File: src/rtl/adder_arbiter_pkg.sv
// Shared definitions for the two-requester add/subtract arbiter.
package adder_arbiter_pkg;

    localparam int unsigned DATA_W = 64;

    localparam logic OP_ADD = 1'b0;
    localparam logic OP_SUB = 1'b1;

    typedef enum logic [1:0] {
        IDLE  = 2'd0,
        EXEC1 = 2'd1,
        EXEC2 = 2'd2,
        DONE  = 2'd3
    } state_t;

    // Round-robin pick: a lone requester wins, a tie goes to the one not granted last.
    function automatic logic pick_grant(input logic v0, input logic v1, input logic last);
        logic g;
        if (v0 && v1) begin
            g = ~last;
        end else if (v1) begin
            g = 1'b1;
        end else begin
            g = 1'b0;
        end
        return g;
    endfunction

endpackage

File: src/rtl/adder_arbiter_add_64_bit.sv
// Plain 64-bit adder with carry-in and carry-out; the only arithmetic in the arbiter.
module add_64_bit
    import adder_arbiter_pkg::*;
(
    input  logic [DATA_W-1:0] a,
    input  logic [DATA_W-1:0] b,
    input  logic              cin,
    output logic [DATA_W-1:0] sum,
    output logic              cout
);

    logic [DATA_W:0] full_s;

    // Widen by one bit so the carry out of bit 63 lands in the top bit.
    always_comb begin
        full_s = {1'b0, a} + {1'b0, b} + {{DATA_W{1'b0}}, cin};
    end

    assign sum  = full_s[DATA_W-1:0];
    assign cout = full_s[DATA_W];

endmodule

File: src/rtl/adder_arbiter.sv
// Two requesters share one adder; one operation in flight, round-robin on ties.
// Subtract runs as a + ~b in EXEC1 followed by +1 in EXEC2.
module adder_arbiter
    import adder_arbiter_pkg::*;
(
    input  logic        clk,
    input  logic        rst_n,
    input  logic        req0_valid,
    output logic        req0_ready,
    input  logic [63:0] req0_a,
    input  logic [63:0] req0_b,
    input  logic        req0_op,
    input  logic        req1_valid,
    output logic        req1_ready,
    input  logic [63:0] req1_a,
    input  logic [63:0] req1_b,
    input  logic        req1_op,
    output logic        rsp_valid,
    input  logic        rsp_ready,
    output logic        rsp_id,
    output logic [63:0] rsp_sum,
    output logic        rsp_cout,
    output logic        busy
);

    state_t            state_r;
    logic              last_grant_r;
    logic [DATA_W-1:0] opa_r;
    logic [DATA_W-1:0] opb_r;
    logic              op_r;
    logic              id_r;
    logic [DATA_W-1:0] tmp_sum_r;
    logic              tmp_cout_r;
    logic              rsp_valid_r;
    logic              rsp_id_r;
    logic [DATA_W-1:0] rsp_sum_r;
    logic              rsp_cout_r;
    logic              busy_r;

    logic              grant_s;
    logic              accept_s;
    logic [DATA_W-1:0] add_a_s;
    logic [DATA_W-1:0] add_b_s;
    logic              add_cin_s;
    logic [DATA_W-1:0] add_sum_s;
    logic              add_cout_s;

    // Arbitration and handshake; ready is held low while reset is asserted.
    always_comb begin
        grant_s  = pick_grant(req0_valid, req1_valid, last_grant_r);
        accept_s = 1'b0;
        if (rst_n && (state_r == IDLE) && (req0_valid || req1_valid)) begin
            accept_s = 1'b1;
        end else begin
            accept_s = 1'b0;
        end
    end

    assign req0_ready = accept_s & ~grant_s;
    assign req1_ready = accept_s &  grant_s;

    // Operand steering for the shared adder: first pass or the +1 pass of a subtract.
    always_comb begin
        add_a_s   = opa_r;
        add_b_s   = opb_r;
        add_cin_s = 1'b0;
        case (state_r)
            EXEC1: begin
                add_a_s   = opa_r;
                add_b_s   = (op_r == OP_SUB) ? ~opb_r : opb_r;
                add_cin_s = 1'b0;
            end
            EXEC2: begin
                add_a_s   = tmp_sum_r;
                add_b_s   = {DATA_W{1'b0}};
                add_cin_s = 1'b1;
            end
            default: begin
                add_a_s   = opa_r;
                add_b_s   = opb_r;
                add_cin_s = 1'b0;
            end
        endcase
    end

    add_64_bit u_add (
        .a    (add_a_s),
        .b    (add_b_s),
        .cin  (add_cin_s),
        .sum  (add_sum_s),
        .cout (add_cout_s)
    );

    // Control FSM with capture registers and registered response outputs.
    always_ff @(posedge clk) begin
        if (!rst_n) begin
            state_r      <= IDLE;
            last_grant_r <= 1'b1;
            opa_r        <= {DATA_W{1'b0}};
            opb_r        <= {DATA_W{1'b0}};
            op_r         <= 1'b0;
            id_r         <= 1'b0;
            tmp_sum_r    <= {DATA_W{1'b0}};
            tmp_cout_r   <= 1'b0;
            rsp_valid_r  <= 1'b0;
            rsp_id_r     <= 1'b0;
            rsp_sum_r    <= {DATA_W{1'b0}};
            rsp_cout_r   <= 1'b0;
            busy_r       <= 1'b0;
        end else begin
            case (state_r)
                IDLE: begin
                    if (accept_s) begin
                        opa_r        <= grant_s ? req1_a  : req0_a;
                        opb_r        <= grant_s ? req1_b  : req0_b;
                        op_r         <= grant_s ? req1_op : req0_op;
                        id_r         <= grant_s;
                        last_grant_r <= grant_s;
                        busy_r       <= 1'b1;
                        state_r      <= EXEC1;
                    end
                end
                EXEC1: begin
                    if (op_r == OP_SUB) begin
                        tmp_sum_r  <= add_sum_s;
                        tmp_cout_r <= add_cout_s;
                        state_r    <= EXEC2;
                    end else begin
                        rsp_sum_r   <= add_sum_s;
                        rsp_cout_r  <= add_cout_s;
                        rsp_id_r    <= id_r;
                        rsp_valid_r <= 1'b1;
                        state_r     <= DONE;
                    end
                end
                EXEC2: begin
                    rsp_sum_r   <= add_sum_s;
                    rsp_cout_r  <= tmp_cout_r | add_cout_s;
                    rsp_id_r    <= id_r;
                    rsp_valid_r <= 1'b1;
                    state_r     <= DONE;
                end
                DONE: begin
                    if (rsp_ready) begin
                        rsp_valid_r <= 1'b0;
                        busy_r      <= 1'b0;
                        state_r     <= IDLE;
                    end
                end
                default: begin
                    rsp_valid_r <= 1'b0;
                    busy_r      <= 1'b0;
                    state_r     <= IDLE;
                end
            endcase
        end
    end

    assign rsp_valid = rsp_valid_r;
    assign rsp_id    = rsp_id_r;
    assign rsp_sum   = rsp_sum_r;
    assign rsp_cout  = rsp_cout_r;
    assign busy      = busy_r;

endmodule

File: config.mk
export PLATFORM = sky130hd
export DESIGN_NAME = adder_arbiter
export DESIGN_NICKNAME = d
export VERILOG_FILES = /design/src/rtl/adder_arbiter_pkg.sv /design/src/rtl/adder_arbiter_add_64_bit.sv /design/src/rtl/adder_arbiter.sv
export SDC_FILE = /design/constraint.sdc
export NUM_CORES = 1
export LEC_CHECK = 0
export ABC_AREA = 1
export CAP_MARGIN = 20
export CORE_MARGIN = 3
export CORE_UTILIZATION = 48
export CTS_BUF_LIST = sky130_fd_sc_hd__clkbuf_16
export DETAILED_ROUTE_END_ITERATION = 8
export GPL_ROUTABILITY_DRIVEN = 1
export GPL_TIMING_DRIVEN = 0
export PLACE_DENSITY = 0.77
export SYNTH_ARGS = -nofsm -noshare
export SYNTH_HDL_FRONTEND = slang
export SYNTH_SLANG_ARGS = --single-unit
File: constraint.sdc
create_clock -name clk -period 3.5 [get_ports clk]
set_clock_uncertainty 0.1 [all_clocks]
set_input_delay 0.7 -clock clk [delete_from_list [all_inputs] [get_ports clk]]
set_output_delay 0.7 -clock clk [all_outputs]
set_load 0.01 [all_outputs]
# Word level (Yosys, flattened, before mapping)
# Index checks and enable logic that the tools add are counted.
dict set report classes {
  addsub 2
  eq_ne 6
  n_mux 25
  bitwise 6
  reduce_logical 14
}
# operator count
set ops {}
lappend ops {{2-to-1 mux 64 bit} 5}
lappend ops {{one-hot mux 64 bit (2 select lines)} 2}
lappend ops {{adder 64 x 64 -> 65 bit} 1}
lappend ops {{adder 65 x 1 -> 65 bit} 1}
lappend ops {{NOT 64 bit} 1}
lappend ops {{2-to-1 mux 1 bit} 11}
lappend ops {{one-hot mux 2 bit (4 select lines)} 1}
lappend ops {{AND reduction 2 bit} 4}
lappend ops {{inequality test 2 bit, second input constant} 3}
lappend ops {{one-hot mux 1 bit (2 select lines)} 3}
lappend ops {{AND reduction 3 bit} 2}
lappend ops {{equality test 2 bit, second input constant} 2}
lappend ops {{2-to-1 mux 2 bit} 2}
lappend ops {{nonzero test 2 bit} 2}
lappend ops {{logical AND 1 bit} 3}
lappend ops {{one-hot mux 1 bit (3 select lines)} 1}
lappend ops {{nonzero test 3 bit} 1}
lappend ops {{AND 1 bit} 2}
lappend ops {{equality test 2 x 1 -> 1 bit, second input constant} 1}
lappend ops {{zero test 2 bit} 1}
lappend ops {{NOT 1 bit} 2}
lappend ops {{logical OR 1 bit} 1}
lappend ops {{bitwise OR 1 bit} 1}
dict set report word_totals {
  register_bits 266
  inputBits 263
  output_inout_bits 70
  elab_cells 66
}

# Logic depth before layout (Yosys ltp)
# Gate-level depths: netlist of the first run.
dict set report logic_depth {
  ltp_word 7
  mapped_depth 26
  ltp_nobuf 25
}

# By module
# From an unflattened synthesis of the first run, not the netlist that was laid out.
dict set report hier_totals {
  cells_unflattened 3263
  hier_area_um2 18515.3
}
# mod instances cells_per_inst area_each_um2 seq_area_each_um2
set modules_own_cells {}
lappend modules_own_cells {adder_arbiter 1 1968 12605.8 5325.1}
lappend modules_own_cells {add_64_bit 1 1295 5909.4 0.0}

# Worst setup path before layout of the first run
# OpenSTA, ideal clock, no wires.
dict set report synth_path {
  kind {reg2reg}
  startpoint {register state_r[1]}
  endpoint {register tmp_sum_r[62]}
  setup_ns 0.109
  arrival_time_ns 3.273
  required_ns 3.291
  slack_ns 0.019
  path_stages_with_launch 24
  path_buffers 1
  period_less_slack_ns 3.481
  path_cell_list {dfxtp_1 inv_1 ha_1 inv_1 or2_2 nand2_1 clkbuf_1 o21ai_0 fa_1 fa_1 inv_1 nand3_1 nand2_2 nand2_1 nand2_1 nand2_1 nand2_1 nand2_1 nand2_1 nand2_1 nand3_1 nand3_1 nand2_1 inv_1}
}
dict set report synth_between {
  elab_chain_cells 4
  elab_cells_between_ends 8
  cone_classes {add/sub (2); eq/ne (2); mux (3); reduce/logical (1)}
}
# element line
set synth_rtl {}
lappend synth_rtl {{start, declared} adder_arbiter.sv:26} ;# state_t state_r;
lappend synth_rtl {{start signal, assigned} adder_arbiter.sv:97} ;# state_r <= IDLE;
lappend synth_rtl {{start signal, assigned} adder_arbiter.sv:120} ;# state_r <= EXEC1;
lappend synth_rtl {{start signal, assigned} adder_arbiter.sv:127} ;# state_r <= EXEC2;
lappend synth_rtl {{equality test 2 bit / equality test 2 x 1 -> 1 bit (equally long branches)} {adder_arbiter.sv:67, adder_arbiter.sv:111}}
lappend synth_rtl {{one-hot mux 64 bit (2 select lines) / 2-to-1 mux 64 bit (equally long branches)} adder_arbiter.sv:67} ;# case (state_r)
lappend synth_rtl {{adder 64 x 64 -> 65 bit} adder_arbiter_add_64_bit.sv:16} ;# full_s = {1'b0, a} + {1'b0, b} + {{DATA_W{1'b0}}, cin};
lappend synth_rtl {{adder 65 x 1 -> 65 bit} adder_arbiter_add_64_bit.sv:16}
lappend synth_rtl {{end signal, assigned} adder_arbiter.sv:103} ;# tmp_sum_r <= {DATA_W{1'b0}};
lappend synth_rtl {{end signal, assigned} adder_arbiter.sv:125} ;# tmp_sum_r <= add_sum_s;
lappend synth_rtl {{end, declared} adder_arbiter.sv:32} ;# logic [DATA_W-1:0] tmp_sum_r;
# Several ways; a longest one is shown, not always the timed one.
# A chain may end at the register's enable or synchronous reset.

# Final worst setup path of the first run
dict set report layout_path {
  startpoint {register state_r[1]}
  endpoint {register tmp_sum_r[53]}
}
# Same word-level chain as after synthesis.

==> impl_metrics.ini, run 1 <==
[global_route]
grt_pass1_wl_um = 117400
grt_pass1_vias = 20390
gr-total-overflow = 0
grtUsageTotal_pct = 39.28
grt_max_degree = 20
antenna_found_initial = 1

[sta]
slew_violations = 0
setup_tns_ns = -0.002117
min_period_ns = 3.502
setup_viol = 1
clock.fmax_ghz = 0.2855
worst_slack_ns = -0.002117
worst_pin_slew_ns = 1.024
slew-limit-headroom_pct = 31.70
period_share_pct = 100.1
rsz0062_at_grt = yes
hold_viol = 0

[yosys]
syn_inst = 3066
synthAdderAreaFrac_pct = 5.018
yosys_warnings = 0
synth_simple_gate_area_share_pct = 35.77
syn_area_per_cell_um2 = 5.790
synthArstFlopShare_pct = 0
synth_top_area_share_pct = 30.00
synth.area.mux_share_pct = 0
synth-compound-area-share_pct = 13.48
yosysMostFrequentCell = nand2_1
synth.area.top_cells = dfxtp_1 30%, nand2_1 23%, inv_1 11%, nor2_1 8.2%, o21ai_0 5.4%
yosys_most_used_dff = dfxtp_1
ys_types = 34
synthTopCellsByCount = 1,065 x nand2_1, 540 x inv_1, 389 x nor2_1
syn-cell-area_um2 = 17750
synth_top_area_cell = dfxtp_1
synth_edf_count = 0
ys_seq_elements = 266
seq_area_frac_synth_pct = 30.00
synth_top_family_by_area = simple AND/OR/NAND/NOR gates
synth_xor_area_share_pct = 1.332
syn_nets = 3399

[min_path]
worstHoldEndpoint = opa_r[12]
whs_path_depth = 2
hp-class = flop to flop
worstHoldStart = opa_r[12]

[clock_network]
cts.sinks = 266
cts_made_buffers = 30
cts_max_path_buffers = 3
clkLatencyLatePin_ns = 0.60
clk_pin_slew_worst_paths_ns = 0.06
htree_levels = 1
cts_tree = yes
cts_root_buf = clkbuf_16
hold_buffers = 0

[layout]
fin_util_pct = 68.81
nNetsFinal = 3813
layout-drive-gt1-share_pct = 13.25
num_antenna_cells = 0
fill_cells = 3141
synthToLayoutAreaGrowth_pct = 39.54

[die]
die_x_um = 198.3
initial_core_util_pct = 49.31
fp-row-count = 69
die_h_um = 198.3
die_area_um2 = 39330
core_area_um2 = 36000
io_pins = 333

[routing]
wl_per_cell_um = 20.45
route.met3.wl_um = 9952
vias = 21850
wl_met1_um = 32450
drc = 0
detail-route-antenna-nets = 0
routed_wirelength_um = 81080
highest_layer = met4
vias_per_cell = 5.512
firstDrtPassIters = 6
routed-wl-met2_um = 35150
first_iter_violations = 2718

[power_and_ir_drop]
leakagePower_nw = 11.84
vdd_drop_max_mv = 0.4536
p_total_mw = 13.98
power_density_nw_per_um2 = 564.3

[setup_path]
start_kind = flop
crit_arrival_ns = 3.89
worstReg2RegStart = state_r[1]
cp_max_fo = 10
end_kind = flop
worstPathRequired_ns = 3.89
rrSetupSlack_ns = -0.002
r2r_cells = 20
path_class = flop to flop
reg2reg_to = tmp_sum_r[53]

[status]
status = finished with violations
violations = negative setup slack

[placement]
gp_congestion = 1.054
hpwl_um = 65020
dpl_worst_slack_ns = -1.295
port_buffers = 332

[flow_run]
drv_cap = 0
[cell type report]
cell class / instances / area [um^2] / area share, %
timing repair buffer: 386 / 3735 / 15.08
buffer: 119 / 643.1 / 2.596
clock inverter: 25 / 260.3 / 1.051
sequential: 266 / 5333 / 21.53
clock buffer: 30 / 750.7 / 3.030
multi-input combinational: 2132 / 11420 / 46.09
inverter: 545 / 2056 / 8.298
tap: 461 / 576.8 / 2.328
[what timing repair did]
item                                    in CTS  in global routing
pin swaps                                   35                 62
setup buffers                               35                 19
endpoints found under the setup margin     126                110
gates resized for setup                    246                261
[layout by cell type (no fill, tap or decap), types with 9 or more instances in the layout]
cell and instances:
clkbuf_1 49, nand2_2 61, o21ai_2 35, nand2_1 991, dfxtp_1 264, buf_1 10, o21ai_0 126, inv_1 540
ha_2 27, nand3_2 24, clkbuf_16 31, nor2_4 10, nor2_2 33, nand3b_1 9, nand3_1 91, buf_2 36
clkdlybuf4s50_1 331, clkbuf_4 9, a31oi_1 82, ha_4 27, a21oi_2 17, a21oi_1 50, buf_4 56, nand3_4 9
nor3_2 10, o21ai_1 29, a221oi_1 47, ha_1 14, nand2_4 17, xor2_1 16, nor2_1 349
[worst max-delay path, cell delays in order, from the launching register on]
cell and delay [ns]:
dfxtp_4 0.38, inv_4 0.05, buf_4 0.13, ha_4 0.30, nand2_4 0.09, buf_4 0.16
clkbuf_8 0.16, nand2_1 0.06, o21ai_0 0.14, ha_2 0.45, nand2_1 0.11, nor2_1 0.17
inv_1 0.12, nor2_4 0.18, nand2_1 0.14, nor2_1 0.12, nand2_1 0.07, nand3_1 0.13
nand3_1 0.18, nand2_1 0.11, inv_1 0.05
[worst max-delay path by stage]
stage,end,cells past startpoint,startpoint,slack (ns)
after floorplan,tmp_sum_r[62],23,state_r[1],0.02
after global placement,tmp_sum_r[26],19,state_r[1],-1.18
after detailed placement,tmp_sum_r[26],19,state_r[1],-1.30
after CTS,rsp_sum[56],19,state_r[0],0.0003
after global routing,rsp_sum[57],19,state_r[1],-0.09
final,tmp_sum_r[53],20,state_r[1],-0.002
[logic make-up (layout without fill, tap and decap cells)]
group | Yosys count | in the layout
AOI/OAI and AO/OA | 413 | 413
xor gates and xnor gates | 27 | 27
adders and majority gates | 70 | 70
buffers and inverters | 668 | 1105
DFF | 266 | 266
and+or+nand+nor | 1622 | 1622
[metal layers]
metal	vias up	track usage [%]
met5	-	0
met4	0	15.18
met3	202	7.878
met2	1390	61.11
met1	9989	53.74
li1	10270	-
[sequential cells by signal, indices dropped and copies added, names as in the netlist, 2 cells and up]
| register | cells |
|---|---|
| state_r | 2 |
| tmp_sum_r | 64 |
| opb_r | 64 |
| opa_r | 64 |
| rsp_sum | 64 |
[metrics by stage]
| stage | hold WS (ns) | instance area [um^2] | cells |
|---|---|---|---|
| CTS | 0.3983 | 23660 | 3947 |
| detailed placement | 0.3832 | 21650 | 3859 |
| global placement | 0.3680 | 21650 | 3859 |
| global route | 0.4134 | 24770 | 3964 |
| floorplan | 0.3470 | 17750 | 3066 |
| finish | 0.4042 | 24770 | 3964 |
[report_power, final]
| part | leakage (nW) | internal, mW | switching (mW) |
|---|---|---|---|
| Sequential | 2.17 | 3.58 | 0.357 |
| Clock | 0.507 | 1.92 | 1.40 |
| Combinational | 9.16 | 2.57 | 4.15 |
Power figures use the tool's default switching activity.
==> inputs of run 2 (changes only) <==
==> constraint.sdc (replaced) <==
create_clock -name clk -period 3.5 [get_ports clk]
set_clock_uncertainty 0.1 [all_clocks]
set_input_delay 0.7 -clock clk [delete_from_list [all_inputs] [get_ports clk]]
set_output_delay 0.7 -clock clk [all_outputs]
set_load 0.005 [all_outputs]
==> run 2 against run 1 <==
The run still ends with negative setup slack left. Combinational power decreased by 1%. Fmax decreased by 0.92%. Worst hold slack got worse by 0.00065 ns. Wire length decreased by 0.19%. Count of clock-buffer cells in the layout unchanged. Cell area decreased by 0.17%. Via count increased by 0.20%. Sequential power about the same. Sequential cell count unchanged. Setup slack got worse by 0.033 ns. Clock power about the same. Critical endpoint is now rsp_sum[56]. Global-route usage about the same. Critical path type unchanged.
==> impl_metrics.ini, run 2 (synthesis gave the netlist of run 1 again) <==
[status]
status = finished with violations
violations = negative setup slack

[sta]
min_period_ns = 3.535
setup_viol = 1
hold_viol = 0
worst_slack_ns = -0.03473
slew_violations = 0
setup_tns_ns = -0.03473
rsz0062_at_grt = yes
slew-limit-headroom_pct = 30.17
clock.fmax_ghz = 0.2829
period_share_pct = 101.0
worst_pin_slew_ns = 1.048

[setup_path]
cp_max_fo = 9
worstPathRequired_ns = 3.89
start_kind = flop
end_kind = flop
crit_arrival_ns = 3.93
path_class = flop to flop

[placement]
place_area_um2 = 21650
hpwl_um = 65020
place_inst = 3859
gp_congestion = 1.054
port_buffers = 332

[layout]
multiInputGateArea_um2 = 11380
nNetsFinal = 3812
mostFrequentLayoutCell = nand2_1
fin_util_pct = 68.69
fill_cells = 3153
ff_latch_area_um2 = 5333
layout-drive-gt1-share_pct = 12.99
most-common-layout-cells = 992 x nand2_1, 541 x inv_1, 350 x nor2_1, 331 x clkdlybuf4s50_1, 264 x dfxtp_1
fin_area_um2 = 24730
num_antenna_cells = 0
fin_cells = 3963
synthToLayoutAreaGrowth_pct = 39.30

[clock_network]
cts_made_buffers = 30
cts_max_path_buffers = 3
cts_tree = yes
clkLatencyLatePin_ns = 0.60
htree_levels = 1
cts.sinks = 266
clk_pin_slew_worst_paths_ns = 0.06
hold_buffers = 0
cts_root_buf = clkbuf_16

[global_route]
grt_pass1_vias = 20350
grtUsageTotal_pct = 39.23
grt_pass1_wl_um = 117300
gr-total-overflow = 0
antenna_found_initial = 2
grt_max_degree = 20

[die]
fp-row-count = 69
die_h_um = 198.3
die_x_um = 198.3
die_area_um2 = 39330
core_area_um2 = 36000
initial_core_util_pct = 49.31
io_pins = 333

[routing]
detail-route-antenna-nets = 0
vias_per_cell = 5.524
drc = 0
firstDrtPassIters = 7
wl_per_cell_um = 20.42
routed_wirelength_um = 80930
vias = 21890
first_iter_violations = 2534

[power_and_ir_drop]
power_density_nw_per_um2 = 560.5
vdd_drop_max_mv = 0.4500
leakagePower_nw = 11.83

[flow_run]
drv_cap = 0

[min_path]
hp-class = flop to flop
## run 2: cell types whose count changed in the layout (fill, tap and decap cells not counted), sizes merged
| cell | previous run | this run |
|---|---|---|
| buf | 106 | 103 |
| clkbuf | 97 | 99 |
## run 2: per-stage QoR
| step | hold WS (ns) | total power, mW | setup WS [ns] |
|---|---|---|---|
| 6_report | 0.4035 | 13.86 | -0.03473 |
| 5_1_grt | 0.4134 | 14.42 | -0.07631 |
| 4_1_cts | 0.3983 | 13.08 | 0.0003104 |
| 3_5_place_dp | 0.3832 | 9.286 | -1.295 |
| 3_3_place_gp | 0.3680 | 9.159 | -1.184 |
| 2_1_floorplan | 0.3470 | 6.837 | 0.01850 |
## run 2: area by class of cell
type	count	area share [%]
multi-input cells	2132	46.04
flip-flops and latches	266	21.56
repair buffers	385	15.07
inverters	545	8.323
clock buffers	30	3.036
plain buffers	119	2.585
well taps	461	2.332
clock inverters	25	1.052
## run 2: power by group
group          total [mW]  internal, mW  switching, mW
clock network        3.31          1.92           1.39
logic                6.62          2.56           4.06
registers            3.94          3.58          0.357
total                13.9          8.06           5.80
## run 2: worst max-delay path, stage by stage (launching register included)
cell,delay (ns)
dfxtp_4,0.36
inv_4,0.04
buf_4,0.13
ha_4,0.29
nand2_4,0.09
clkbuf_16,0.16
buf_4,0.16
nand2_1,0.09
o21ai_2,0.10
ha_2,0.44
nand2_1,0.17
nor2_2,0.20
nand2_1,0.11
inv_1,0.10
nand2_1,0.08
nor3_1,0.23
nand2_1,0.14
nand3_1,0.12
nand3_1,0.17
nand2_1,0.10
inv_1,0.04
## run 2: routing by layer
metal	track usage (%)	vias up	wire length, um
li1	-	10280	-
met1	54.07	10010	32630
met2	61.14	1386	35070
met3	7.368	220	9619
met4	14.76	2	3588
met5	0	-	13
## run 2: repair_timing
action | CTS | global route
setup endpoints to repair | 126 | 109
setup buffers | 34 | 19
pin swaps | 35 | 68
gates resized for setup | 247 | 246
hold endpoints to repair | 0 | 0
## run 2: path summary, 6_finish.rpt
| path | start | endpoint | slack (ns) | cells after the start |
|---|---|---|---|---|
| setup / recovery | state_r[1] | rsp_sum[56] | -0.03 | 20 |
| hold / removal | opa_r[12] | opa_r[12] | 0.40 | 2 |
| setup reg to reg | state_r[1] | rsp_sum[56] | -0.03 | 20 |
| hold reg to reg | opa_r[12] | opa_r[12] | 0.40 | 2 |
==> inputs of run 3 (changes only) <==
--- a/config.mk
+++ b/config.mk
@@ -8,12 +8,13 @@
 export ABC_AREA = 1
 export CAP_MARGIN = 20
 export CORE_MARGIN = 3
-export CORE_UTILIZATION = 48
+export CORE_UTILIZATION = 54
 export CTS_BUF_LIST = sky130_fd_sc_hd__clkbuf_16
 export DETAILED_ROUTE_END_ITERATION = 8
 export GPL_ROUTABILITY_DRIVEN = 1
 export GPL_TIMING_DRIVEN = 0
-export PLACE_DENSITY = 0.77
+export HOLD_SLACK_MARGIN = 0.03
+export PLACE_DENSITY = 0.82
 export SYNTH_ARGS = -nofsm -noshare
 export SYNTH_HDL_FRONTEND = slang
 export SYNTH_SLANG_ARGS = --single-unit
==> constraint.sdc (replaced) <==
create_clock -name clk -period 3.9 [get_ports clk]
set_clock_uncertainty 0.1 [all_clocks]
set_input_delay 0.78 -clock clk [delete_from_list [all_inputs] [get_ports clk]]
set_output_delay 0.78 -clock clk [all_outputs]
set_load 0.005 [all_outputs]
==> run 3 against run 2 <==
The run now ends clean. Total power is 18% lower. Fmax is 8.4% lower. Worst hold slack worse by 0.00076 ns. First-iteration DRC count is 14% higher. Sequential power is 11% lower.
==> impl_metrics.ini, run 3 (synthesis gave the netlist of run 1 again) <==
[routing]
wl_per_cell_um = 19.76
vias_per_cell = 5.588
firstDrtPassIters = 6
detail-route-antenna-nets = 0
vias = 21740
first_iter_violations = 2881
routed_wirelength_um = 76870
drc = 0

[clock_network]
cts_made_buffers = 28
cts_tree = yes
cts_max_path_buffers = 3
htree_levels = 1
hold_buffers = 0
clkLatencyLatePin_ns = 0.57
clk_pin_slew_worst_paths_ns = 0.06
cts_root_buf = clkbuf_16
cts.sinks = 266

[setup_path]
end_kind = flop
cp_max_fo = 10
worstReg2RegStart = state_r[0]
worstPathRequired_ns = 4.27
crit_arrival_ns = 4.23
slowest_delay_ns = 0.65
start_kind = flop
crit_chain = inv_1, ha_1, nand2_4, o21ai_0, ha_1, nand2_1, nand2_1, nand2_1, nand2_1, nand2_1, nand2_1, nand3b_1, buf_4, xnor2_1, a21o_1, inv_1
crit_family = simple AND/OR/NAND/NOR gates
cp.buffers_inverters = 3
critPathMostFrequentCell = nand2_1
path_class = flop to flop
crit_path_top_delay_cell = o21ai_0
crit_path_start = state_r[0]

[die]
die_area_um2 = 35090
initial_core_util_pct = 55.55
die_x_um = 187.3
fp-row-count = 65
die_h_um = 187.3
core_area_um2 = 31960
io_pins = 333

[sta]
period_share_pct = 98.91
setup_viol = 0
slew-limit-headroom_pct = 26.10
clock.fmax_ghz = 0.2592
setup_tns_ns = 0
hold_viol = 0
min_period_ns = 3.858
worst_pin_slew_ns = 1.108
worst_slack_ns = 0.04232
slew_violations = 0
rsz0062_at_grt = yes

[layout]
fin_area_um2 = 22960
nNetsFinal = 3767
most-common-layout-cells = 1,051 x nand2_1, 540 x inv_1, 381 x nor2_1, 331 x clkdlybuf4s50_1, 266 x dfxtp_1
layout-drive-gt1-share_pct = 6.020
mostFrequentLayoutCell = nand2_1
fin_util_pct = 71.84
synthToLayoutAreaGrowth_pct = 29.33
num_antenna_cells = 0

[power_and_ir_drop]
seq_power_share_pct = 31.1
internal_power_mw = 6.466
p_sw_share_pct = 42.83
p_clk_share_pct = 22.8
power.switching_mw = 4.844
vdd_drop_max_mv = 0.3712
power_density_nw_per_um2 = 492.6
pwr-share-comb_pct = 46.1
leakagePower_nw = 11.33

[placement]
dpl_worst_slack_ns = -0.7452
port_buffers = 332
place_area_um2 = 21620
hpwl_um = 62640
gp_congestion = 1.083

[global_route]
grt_pass1_vias = 20420
grt_pass1_wl_um = 113500
grtUsageTotal_pct = 41.43
antenna_found_initial = 1
gr-total-overflow = 0
grt_max_degree = 20

[min_path]
hp-class = flop to flop
worstHoldStart = id_r

[flow_run]
drv_cap = 0

[status]
status = complete, no violations
-- run 3: cell type report --
cell class / count / area [um^2]
repair buffers: 340 / 3386
inverters: 545 / 2056
well taps: 435 / 544.3
multi-input cells: 2132 / 10220
flip-flops and latches: 266 / 5325
plain buffers: 121 / 571.8
clock inverters: 22 / 127.6
fillers: 2641 / 9001
clock buffers: 29 / 725.7
-- run 3: stage by stage --
step,cells,total power [mW],hold WS [ns]
final,3890,11.31,0.4028
after global routing,3890,11.75,0.4159
after CTS,3887,10.91,0.3949
after detailed placement,3833,8.270,0.3881
after global placement,3833,8.119,0.3713
after floorplan,3066,6.136,0.3470
-- run 3: power groups by stage --
stage	logic (mW)	registers [mW]	clock network, mW
after floorplan	2.66	3.48	0
after global placement	4.61	3.51	0
after detailed placement	4.73	3.54	0
after CTS	4.86	3.49	2.56
after global routing	5.52	3.56	2.67
final	5.21	3.52	2.58
-- run 3: timing repair --
item,4_1_cts,5_1_grt
pin swaps,6,9
gates resized for setup,75,112
setup endpoints to repair,118,100
buffers inserted,5,3
endpoints found under the hold margin,0,0
-- run 3: worst register-to-register path: cells and delay by family (launching register included) --
kind                     cells  cell delay (ns)
AND/OR/NAND/NOR              8             0.94
adder cells (fa/ha/maj)      2             0.85
AO/OA/AOI/OAI                2             0.81
buffers and inverters        3             0.42
flip-flops                   1             0.41
XOR/XNOR                     1             0.23
-- run 3: worst paths after layout --
kind                       to  slack (ns)  depth (start not counted)
setup / recovery  rsp_sum[23]        0.04                         16
hold / removal         rsp_id        0.40                          2
setup reg to reg  rsp_sum[23]        0.04                         16
hold reg to reg        rsp_id        0.40                          2
-- run 3: metal layers --
metal / track usage [%] / share of wire, % / vias to the layer above
met4: 18.93 / 5.4 / 2
met3: 10.74 / 14 / 263
met2: 63.74 / 42 / 1499
met1: 54.56 / 38 / 9808
li1: - / - / 10170
met5: 0 / 0.016 / -
